## src/rtl/counter_nbit_updown_mod.sv

```systemverilog
// counter_nbit_updown_mod: parametrised up/down counter with programmable
// modulus, wrap or saturate at the range ends, clock enable, parallel load,
// and registered terminal-count, saturation, compare-match and load-error
// flags. Rc of one stage may drive ce of the next to build longer chains.
`timescale 1ns/1ps
module counter_nbit_updown_mod #(
  parameter int              WIDTH    = 32,
  parameter longint unsigned MODULUS  = 64'd1 << WIDTH,
  parameter bit              SATURATE = 1'b0
) (
  input  logic             clk,
  input  logic             rst_n,
  input  logic             ce,
  input  logic             s,
  input  logic             Load,
  input  logic [WIDTH-1:0] PData,
  input  logic [WIDTH-1:0] Cmp,
  output logic [WIDTH-1:0] cnt,
  output logic             Rc,
  output logic             sat,
  output logic             eq,
  output logic             load_err
);

  // TOP is held one bit wider so MODULUS == 2**WIDTH still fits exactly.
  localparam logic [WIDTH:0]   TOP_X = (WIDTH+1)'(MODULUS - 64'd1);
  localparam logic [WIDTH-1:0] TOP   = TOP_X[WIDTH-1:0];
  localparam logic [WIDTH-1:0] ONE   = WIDTH'(1);

  logic             at_top;
  logic             at_zero;
  logic             pdata_oor;
  logic [WIDTH-1:0] cnt_nxt;
  logic             rc_nxt;
  logic             sat_nxt;
  logic             lerr_nxt;

  assign at_top    = ({1'b0, cnt} == TOP_X);
  assign at_zero   = (cnt == '0);
  assign pdata_oor = ({1'b0, PData} > TOP_X);

  // Next-state decode: load beats count, count beats hold.
  always_comb begin
    cnt_nxt  = cnt;
    rc_nxt   = 1'b0;
    sat_nxt  = sat;
    lerr_nxt = 1'b0;
    if (Load) begin
      cnt_nxt  = pdata_oor ? TOP : PData;
      lerr_nxt = pdata_oor;
      sat_nxt  = 1'b0;
    end else if (ce) begin
      if (s) begin
        if (at_top) begin
          rc_nxt  = 1'b1;
          cnt_nxt = SATURATE ? TOP : '0;
          sat_nxt = SATURATE;
        end else begin
          cnt_nxt = cnt + ONE;
          sat_nxt = 1'b0;
        end
      end else begin
        if (at_zero) begin
          rc_nxt  = 1'b1;
          cnt_nxt = SATURATE ? '0 : TOP;
          sat_nxt = SATURATE;
        end else begin
          cnt_nxt = cnt - ONE;
          sat_nxt = 1'b0;
        end
      end
    end
  end

  // Output registers; eq is computed from the next count so it lines up with cnt.
  always_ff @(posedge clk or negedge rst_n) begin
    if (!rst_n) begin
      cnt      <= '0;
      Rc       <= 1'b0;
      sat      <= 1'b0;
      eq       <= 1'b0;
      load_err <= 1'b0;
    end else begin
      cnt      <= cnt_nxt;
      Rc       <= rc_nxt;
      sat      <= sat_nxt;
      eq       <= (cnt_nxt == Cmp);
      load_err <= lerr_nxt;
    end
  end

endmodule

```

## config.mk

```make
export PLATFORM = sky130hd
export DESIGN_NAME = counter_nbit_updown_mod
export DESIGN_NICKNAME = d
export VERILOG_FILES = /design/src/rtl/counter_nbit_updown_mod.sv
export SDC_FILE = /design/constraint.sdc
export NUM_CORES = 1
export LEC_CHECK = 0
export ABC_AREA = 1
export CAP_MARGIN = 20
export CORE_MARGIN = 2
export CORE_UTILIZATION = 28
export CTS_CLUSTER_SIZE = 25
export DETAILED_ROUTE_END_ITERATION = 10
export PLACE_DENSITY = 0.52
export REMOVE_ABC_BUFFERS = 1
export SKIP_LAST_GASP = 1
export SYNTH_ARGS = -nofsm -noshare
export SYNTH_HDL_FRONTEND = slang
export SYNTH_SLANG_ARGS = --single-unit
export TNS_END_PERCENT = 20
```

## constraint.sdc

```tcl
create_clock -name clk -period 4.75 [get_ports clk]
set_clock_uncertainty 0.1 [all_clocks]
set_input_delay 1.425 -clock clk [delete_from_list [all_inputs] [get_ports clk]]
set_output_delay 1.425 -clock clk [all_outputs]
set_load 0.02 [all_outputs]
```

==> run_results.csv, run 1 <==
group,metric,value,unit
placed_design,globalplace.congestion,0.8745,
job,maxCapViolations,0,
synth,yosysWarnings,0,
min_path,hp-class,"reg2reg",
critical_path,worstRegToRegCells,18,
critical_path,path_max_fanout,15,
global_route,track_usage,0.1957,
clock_network,clkTransAtPathRegs,0.07,ns
synth,netlist_instances,875,
power_and_ir_drop,total_power,1332,uW
global_route,first_global_vias,4988,
timing,hold_violations,0,
synth,ys_seq_area_frac,0.1736,
synth,ys_types,34,
clock_network,clkLatencyLatePin,0.30,ns
clock_network,h-tree-depth,2,
clock_network,cts_hold_buf,0,
route,route.met3.wl,684,um
timing,max_freq,0.2703,GHz
synth,synth_top_family_by_area,"simple AND/OR/NAND/NOR gates",
cells_and_area,drive_gt1_frac,0.1068,
synth,synth_top_area_frac,0.2404,
critical_path,critical_path_class,"in2reg",
route,dr.pass1.iters,5,
global_route,grt_overflow,0,
min_path,min_path_cells,4,
floorplanning,fp.dieArea,18580,sq um
timing,finalCritPeriodShare,0.7788,
floorplanning,fp.coreArea,17180,sq um
cells_and_area,syn_to_final_growth,25.70,%
synth,synthFlopType,"dfrtp_1",
synth,synth.area.top_cells,"nand2_1, dfrtp_1, nor2_1, nand3_1, inv_1",
clock_network,cts_root_buf,"clkbuf_16",
status,status,"complete, no violations",
clock_network,cts.sinks,34,
floorplanning,fp.dieW,136.3,um
placed_design,dp_hpwl,14.01,mm
clock_network,cts-buffers-inserted,5,
synth,async_reset_ff_frac,1.000,
clock_network,cts_tree,"done",
clock_network,cts_resized,0,
synth,yosys.area_share.adder,0.007657,
synth,yosysMostFrequentCell,"nand2_1",
route,via_count,5521,
timing,setup_viol_count_final,0,
route,wl_per_cell,15.22,um
synth,synth_seq_cells,34,
global_route,antenna_found_initial,0,
synth,synthMuxAreaShare,0,
critical_path,cp-end-kind,"flip-flop",
floorplanning,fp-row-count,48,
route,wl_met1,8.698,mm
timing,min_period,3.699,ns
timing,max_slew_margin,0.4206,
synth,synth_area,4902,sq um
cells_and_area,nFillCells,1979,
floorplanning,initial_core_util,0.2854,
synth,synth_area_leader_cell,"nand2_1",
placed_design,numPortBuffers,102,
route,wl,17.96,mm
power_and_ir_drop,irDropWorstVdd,117.2,uV
route,drc,0,
clock_network,post_cts_buffers,0,
clock_network,clock_path_buffers,2,
synth,synth_compound_area_frac,0.08014,
floorplanning,die_h,136.3,um
route,vias_per_cell,4.679,
synth,synth-edff-count,0,
critical_path,start_kind,"input port",
route,highest_layer,"met4",
global_route,grt_pass1_wl,27.83,mm
synth,synth_common_cells,"nand2_1, nor2_1, inv_1",
timing,tightestPinTransition,0.8690,ns
cells_and_area,insertedDiodeCount,0,
power_and_ir_drop,power-per-cell-area,216.2,nW/um^2
floorplanning,num_io_pins,105,
synth,synth_xor_area_frac,0.02859,
route,wl_met2,8.282,mm
power_and_ir_drop,p_leak,0.002853,uW
timing,grt_setup_unrepaired,"false",
global_route,grt_max_degree,35,
timing,report.final.slew_viol_count,0,
route,antenna_left,0,
synth,synth-simple-area-share,0.5822,
synth,syn_area_per_cell,5.603,sq um
cells_and_area,fin_nets,1026,
route,drt_iter0_drc,403,
critical_path,critPathRequiredTime,4.89,ns
critical_path,cp.arrival,3.84,ns
timing,fin_setup_tns,0,ns
==> worst max-delay path, cell delays in order <==
cell,delay [ns]
clkdlybuf4s50_1,0.55
buf_4,0.28
nand3_4,0.10
nand2_4,0.08
inv_4,0.21
nand3_1,0.15
nand2_1,0.10
nand2_1,0.07
nand2_1,0.06
nand2_1,0.09
nor2_1,0.11
nand2_1,0.09
nor2_1,0.28
nand2_1,0.13
nor2_1,0.10
==> layout make-up <==
type / instances / area (sq um) / share of cell area
clock inverter: 3 / 45.04 / 0.007310
sequential: 34 / 850.8 / 0.1381
multi-input combinational: 712 / 3432 / 0.5570
timing repair buffer: 112 / 1091 / 0.1771
tap: 225 / 281.5 / 0.04569
inverter: 89 / 336.6 / 0.05462
clock buffer: 5 / 125.1 / 0.02030
==> where the power goes <==
group / internal, uW / switching, uW / total, uW
clock network: 248 / 155 / 403
logic: 224 / 295 / 519
registers: 316 / 93.5 / 410
==> path summary, 6_finish.rpt <==
check | from | end | slack (ns)
setup / recovery | s | eq | 1.05
max in group asynchronous | rst_n | cnt[20] | 2.86
hold reg to reg | cnt[0] | cnt[0] | 0.68
hold / removal | cnt[0] | cnt[0] | 0.68
min in group asynchronous | rst_n | cnt[9] | 1.14
setup reg to reg | cnt[0] | eq | 1.66
==> cell families after synthesis <==
family                     Yosys count
buffers and inverters              130
adders and majority gates            3
AOI/OAI and AO/OA                   75
xor gates and xnor gates            16
other                                1
and+or+nand+nor                    616
DFF                                 34
==> sequential cells by signal, summed over array words and instances, names as in the netlist <==
| register | cells |
|---|---|
| Rc | 1 |
| eq | 1 |
| cnt | 32 |
==> through the flow <==
| step | cells | cell area, sq um | util | setup WS, ns | hold slack, ns |
|---|---|---|---|---|---|
| final | 1180 | 6162 | 0.3588 | 1.051 | 0.6785 |
| after global routing | 1180 | 6162 | 0.3588 | 0.8992 | 0.7545 |
| after CTS | 1180 | 6162 | 0.3588 | 1.045 | 0.6784 |
| after detailed placement | 1172 | 5992 | 0.3488 | 0.7376 | 0.6577 |
| after global placement | 1172 | 5992 | 0.3488 | 0.7174 | 0.6650 |
| after floorplan | 835 | 4619 | - | 1.726 | 0.6845 |
==> cells in the final DEF (no fill, tap or decap), types with 11 or more instances in the layout <==
cell,n
dfrtp_1,34
nand3b_1,21
a21oi_1,45
o21ai_0,25
or2_2,31
clkdlybuf4s50_1,101
nand3_1,72
nor2_2,13
nand2_2,11
inv_1,85
nor2_1,119
nand2_1,314
==> metal layers <==
metal / track usage / up-vias
met4: 0.04745 / 0
met5: 0 / -
met3: 0.02535 / 15
met1: 0.2758 / 2493
met2: 0.3157 / 122
li1: - / 2891
No activity file was read; power rests on OpenSTA's default activity.
==> run 2, diff against run 1 <==
- PLACE_DENSITY: 0.52 -> 0.54
- clock period: 4.75 -> 3 ns (I/O delays scaled with it)
==> run 2 against run 1 <==
Compared with the run above:
- non-clock buffer count rose by 94
- sequential cell count did not move
- clock power rose by 51%
- hold slack got worse by 0.068 ns
- combinational power rose by 100%
- largest cell class unchanged
- highest routed layer unchanged
==> run_results.csv, run 2 (synthesis gave the netlist of run 1 again) <==
group,metric,value,unit
status,status,"complete, no violations",
critical_path,critPathCapture,"eq",
clock_network,clkTransAtPathRegs,0.06,ns
timing,layout_setup_ws,0.1813,ns
global_route,track_usage,0.2082,
cells_and_area,drive_gt1_frac,0.2021,
job,maxCapViolations,0,
placed_design,numPortBuffers,102,
timing,fin_setup_tns,0,ns
floorplanning,fp-row-count,48,
min_path,hp-class,"in2async",
timing,setup_viol_count_final,0,
cells_and_area,mostFrequentLayoutCells,"nand2_1, nor2_1, clkdlybuf4s50_1",
power_and_ir_drop,power-per-cell-area,320.9,nW/um^2
cells_and_area,regMostFlops,"cnt",
floorplanning,die_h,136.3,um
clock_network,cts_tree,"done",
route,drc,0,
critical_path,critPathRequiredTime,3.14,ns
clock_network,clock_path_buffers,2,
critical_path,r2r_end,"eq",
floorplanning,fp.coreArea,17180,sq um
timing,finalCritPeriodShare,0.9396,
critical_path,path_max_fanout,8,
cells_and_area,reg.largest.list,"cnt x32, Rc x1, eq x1",
route,drt_iter0_drc,438,
critical_path,critical_path_class,"in2reg",
global_route,grt_pass1_wl,29.35,mm
critical_path,start_kind,"input port",
timing,max_freq,0.3548,GHz
power_and_ir_drop,p_leak,0.003351,uW
global_route,first_global_vias,5491,
route,highest_layer,"met4",
power_and_ir_drop,irDropWorstVdd,197.3,uV
critical_path,cp.arrival,2.95,ns
clock_network,cts_root_buf,"clkbuf_16",
timing,min_period,2.819,ns
cells_and_area,final_common_cell,"nand2_1",
floorplanning,fp.dieW,136.3,um
route,wl_met2,8.703,mm
floorplanning,fp.dieArea,18580,sq um
global_route,grt_max_degree,35,
placed_design,dp_hpwl,15.58,mm
global_route,antenna_found_initial,0,
floorplanning,num_io_pins,105,
timing,hold_violations,0,
global_route,grt_overflow,0,
cells_and_area,final_cell_area,6998,sq um
clock_network,clkLatencyLatePin,0.30,ns
clock_network,cts.sinks,34,
route,route.met3.wl,613,um
critical_path,startpoint,"s",
critical_path,worstRegToRegCells,17,
power_and_ir_drop,total_power,2246,uW
critical_path,cp-end-kind,"flip-flop",
route,antenna_left,0,
timing,holdWs,0.6104,ns
critical_path,rr_startpoint,"cnt[11]",
route,wl_met1,9.338,mm
clock_network,cts-buffers-inserted,5,
timing,report.final.slew_viol_count,0,
route,via_count,5821,
clock_network,h-tree-depth,2,
critical_path,ff2ff_setup_slack,0.20,ns
placed_design,pre_cts_ws,-0.3901,ns
cells_and_area,nFillCells,1939,
timing,max_slew_margin,0.4208,
cells_and_area,fin_nets,1120,
route,wl_per_cell,14.82,um
route,wl,18.89,mm
floorplanning,initial_core_util,0.2854,
route,vias_per_cell,4.569,
cells_and_area,largest_reg_flops,32,
placed_design,place_area,6723,sq um
timing,tightestPinTransition,0.8687,ns
cells_and_area,insertedDiodeCount,0,
route,dr.pass1.iters,5,
placed_design,globalplace.congestion,0.9809,
cells_and_area,syn_to_final_growth,42.75,%
run 2: changes by cell type in the layout (fill, tap and decap cells not counted), sizes merged:
cell	change
clkinvlp	-2
clkdlybuf4s50	-1
buf	+94
clkbuf	+3
dlymetal6s2s	+1
bufinv	-1
run 2: power breakdown:
group / leakage, uW / switching, uW / internal, uW
registers: 0.000383 / 83.6 / 505
logic: 0.00288 / 564 / 484
clock network: 0.0000832 / 232 / 377
run 2: per-layer routing:
layer | global-route usage | vias up
li1 | - | 3082
met1 | 0.2920 | 2605
met2 | 0.3412 | 122
met3 | 0.01752 | 12
met4 | 0.05787 | 0
met5 | 0 | -
run 2: area by class of cell:
class,instances,area [sq um],area share
flip-flops and latches,34,860.8,0.1230
well taps,225,281.5,0.04023
clock buffers,8,166.4,0.02378
inverters,89,341.6,0.04881
repair buffers,206,1869,0.2671
multi-input cells,712,3478,0.4971
run 2: worst min-delay path by stage:
stage | startpoint | end | cells past startpoint
global placement | cnt[21] | cnt[21] | 5
global route | rst_n | cnt[3] | 1
detailed placement | cnt[24] | cnt[24] | 4
finish | rst_n | cnt[2] | 1
floorplan | rst_n | Rc | 0
CTS | rst_n | cnt[2] | 1
run 2: worst max-delay path: stages:
cell	delay (ns)
clkdlybuf4s50_1	0.47
buf_6	0.14
buf_6	0.13
nand3_4	0.10
nand2_8	0.11
inv_8	0.05
buf_4	0.16
nand2_1	0.06
nand2_1	0.04
nand2_1	0.08
xor2_1	0.15
inv_1	0.06
nor2_2	0.10
nand2_2	0.09
nor2_4	0.14
nand2_1	0.07
nor2_1	0.09
run 2: through the flow:
step,instances,util
5_1_grt,1274,0.4074
3_5_place_dp,1261,0.3914
6_report,1274,0.4074
3_3_place_gp,1261,0.3914
4_1_cts,1269,0.4014
2_1_floorplan,835,-
run 2: timing repair:
action	CTS	global route
hold buffers	0	0
setup endpoints to repair	1	1
pin swaps	0	3
resized for setup	3	23
buffers inserted	0	5
==> run 3, diff against run 2 <==
- PLACE_DENSITY: 0.54 -> not set
- PLACE_DENSITY_LB_ADDON: not set -> 0.1
- clock period: 3 -> 2.6 ns (I/O delays scaled with it)
==> run 3 against run 2 <==
Compared with the run above:
- sequential cell count unchanged
- clock power grew 6.4%
- hold slack got worse by 0.27 ns
- worst setup slack got worse by 0.14 ns
- first-iteration DRC count decreased by 16%
- utilization up 5.4 points
- critical path depth decreased by 1
- die area did not move
- power up 22%
- register-to-register slack worse by 0.16 ns
- sequential power increased by 12%
- combinational power up 37%
- largest cell class unchanged
==> run_results.csv, run 3 (synthesis gave the netlist of run 1 again) <==
group,metric,value,unit
critical_path,cp.arrival,2.70,ns
route,wl,19.45,mm
route,drc,0,
critical_path,crit_path_top_delay_cell,"clkdlybuf4s50_1",
power_and_ir_drop,irDropWorstVdd,226.9,uV
critical_path,path_max_fanout,10,
global_route,grt_pass1_wl,30.46,mm
floorplanning,fp.dieW,136.3,um
cells_and_area,largest_reg_flops,32,
global_route,antenna_found_initial,0,
route,dr.pass1.iters,5,
clock_network,cts_tree,"done",
min_path,hp-class,"in2async",
cells_and_area,insertedDiodeCount,0,
timing,hold_violations,0,
status,status,"complete, no violations",
cells_and_area,reg.largest.list,"cnt x32, Rc x1, eq x1",
timing,layout_setup_ws,0.03714,ns
route,wl_per_cell,14.14,um
global_route,use_met2,0.3565,
floorplanning,fp.coreArea,17180,sq um
clock_network,clkLatencyLatePin,0.30,ns
global_route,grt_max_degree,35,
clock_network,clock_path_buffers,2,
global_route,first_global_vias,5755,
critical_path,startpoint,"ce",
placed_design,pre_cts_ws,-0.5705,ns
cells_and_area,syn_to_final_growth,61.66,%
power_and_ir_drop,power-per-cell-area,346.8,nW/um^2
timing,grt_setup_unrepaired,"true",
floorplanning,num_io_pins,105,
critical_path,start_kind,"input port",
global_route,busiest_layer,"met2",
placed_design,globalplace.congestion,0.9912,
cells_and_area,final_common_cell,"nand2_1",
floorplanning,fp.dieArea,18580,sq um
critical_path,crit_chain,"clkdlybuf4s50_1, buf_6, clkinv_1, buf_4, buf_12, a21oi_1, nand2_1, nand2_1, inv_1, nand2_1, nand2_1, nor2_2, nand2_2, nor2_2, nand2_1, nor2_1",
timing,max_freq,0.3902,GHz
critical_path,rr_startpoint,"cnt[13]",
timing,report.final.slew_viol_count,0,
critical_path,critPathRequiredTime,2.73,ns
cells_and_area,mostFrequentLayoutCells,"nand2_1, buf_4, clkdlybuf4s50_1",
cells_and_area,multi_input_area,3649,sq um
critical_path,cp-end-kind,"flip-flop",
job,maxCapViolations,0,
global_route,grt_overflow,0,
timing,setup_viol_count_final,0,
route,drt_iter0_drc,366,
critical_path,critical_path_class,"in2reg",
placed_design,dp_hpwl,15.99,mm
floorplanning,die_h,136.3,um
cells_and_area,nFillCells,1906,
critical_path,slowest_delay,0.48,ns
critical_path,path_common_cell,"nand2_1",
power_and_ir_drop,p_leak,0.003819,uW
floorplanning,fp-row-count,48,
global_route,track_usage,0.2147,
timing,finalCritPeriodShare,0.9857,
global_route,use_met3,0.02647,
route,via_count,6171,
cells_and_area,drive_gt1_frac,0.3249,
clock_network,clkTransAtPathRegs,0.06,ns
placed_design,numPortBuffers,102,
route,antenna_left,0,
timing,min_period,2.563,ns
global_route,grt_use_met1,0.2970,
cells_and_area,regMostFlops,"cnt",
route,vias_per_cell,4.485,
clock_network,h-tree-depth,2,
cells_and_area,fin_nets,1222,
clock_network,cts-buffers-inserted,5,
clock_network,cts_root_buf,"clkbuf_16",
cells_and_area,final_core_util,0.4614,
floorplanning,initial_core_util,0.2854,
cells_and_area,ff_latch_area,864.6,sq um
clock_network,cts.sinks,34,
[run 3: cell count changes in the layout (fill, tap and decap cells not counted), moves of 3 or more]
cell,change
nor2_2,+29
buf_4,+101
dfrtp_1,-3
dfrtp_2,+3
nand2_1,-16
a21oi_1,-3
nand2_2,+16
inv_1,-3
inv_2,+3
nor2_4,+3
nor2_1,-32
a21oi_2,+3
[run 3: worst max-delay path, delay by kind of cell]
family | cells | cell delay (ns)
AO/OA/AOI/OAI | 1 | 0.12
AND/OR/NAND/NOR | 9 | 0.72
buffers and inverters | 6 | 1.07
[run 3: worst paths after layout]
path	endpoint	slack, ns	cells after the start
max in group asynchronous	cnt[10]	1.84	2
min in group clk	Rc	0.65	4
setup / recovery	eq	0.04	16
hold / removal	cnt[28]	0.34	2
setup reg to reg	eq	0.04	18
hold reg to reg	Rc	0.65	4
[run 3: area by class of cell]
| cell class | count | area share |
|---|---|---|
| clock buffer | 7 | 0.01800 |
| inverter | 89 | 0.04278 |
| multi-input combinational | 712 | 0.4604 |
| timing repair buffer | 308 | 0.3336 |
| clock inverter | 1 | 0.0006315 |
| tap | 225 | 0.03552 |
| sequential | 34 | 0.1091 |
[run 3: report_power, final]
part	switching (uW)	internal (uW)
Combinational	734	707
Sequential	75.5	585
Clock	266	381
[run 3: metrics by stage]
stage          area (sq um)  hold WS [ns]  power [uW]  setup TNS [ns]  cells
2_1_floorplan          4619        0.3844        1267               0    835
3_3_place_gp           7358        0.6549        2011         -0.8564   1344
3_5_place_dp           7358        0.6572        2010         -0.9190   1344
4_1_cts                7707        0.3480        2729               0   1371
5_1_grt                7925        0.3597        2940         -0.1310   1376
6_report               7925        0.3448        2748               0   1376
[run 3: routing by layer]
metal / routed length [um] / up-vias
met5: 0 / -
met4: 284 / 0
met3: 956 / 19
met2: 9079 / 160
met1: 9133 / 2723
li1: - / 3269
[run 3: timing repair]
| item | 4_1_cts | 5_1_grt |
|---|---|---|
| setup buffers | 20 | 5 |
| gates resized for setup | 30 | 61 |
| setup endpoints to repair | 1 | 1 |
| pin swaps | 14 | 33 |
| hold buffers | 0 | 0 |
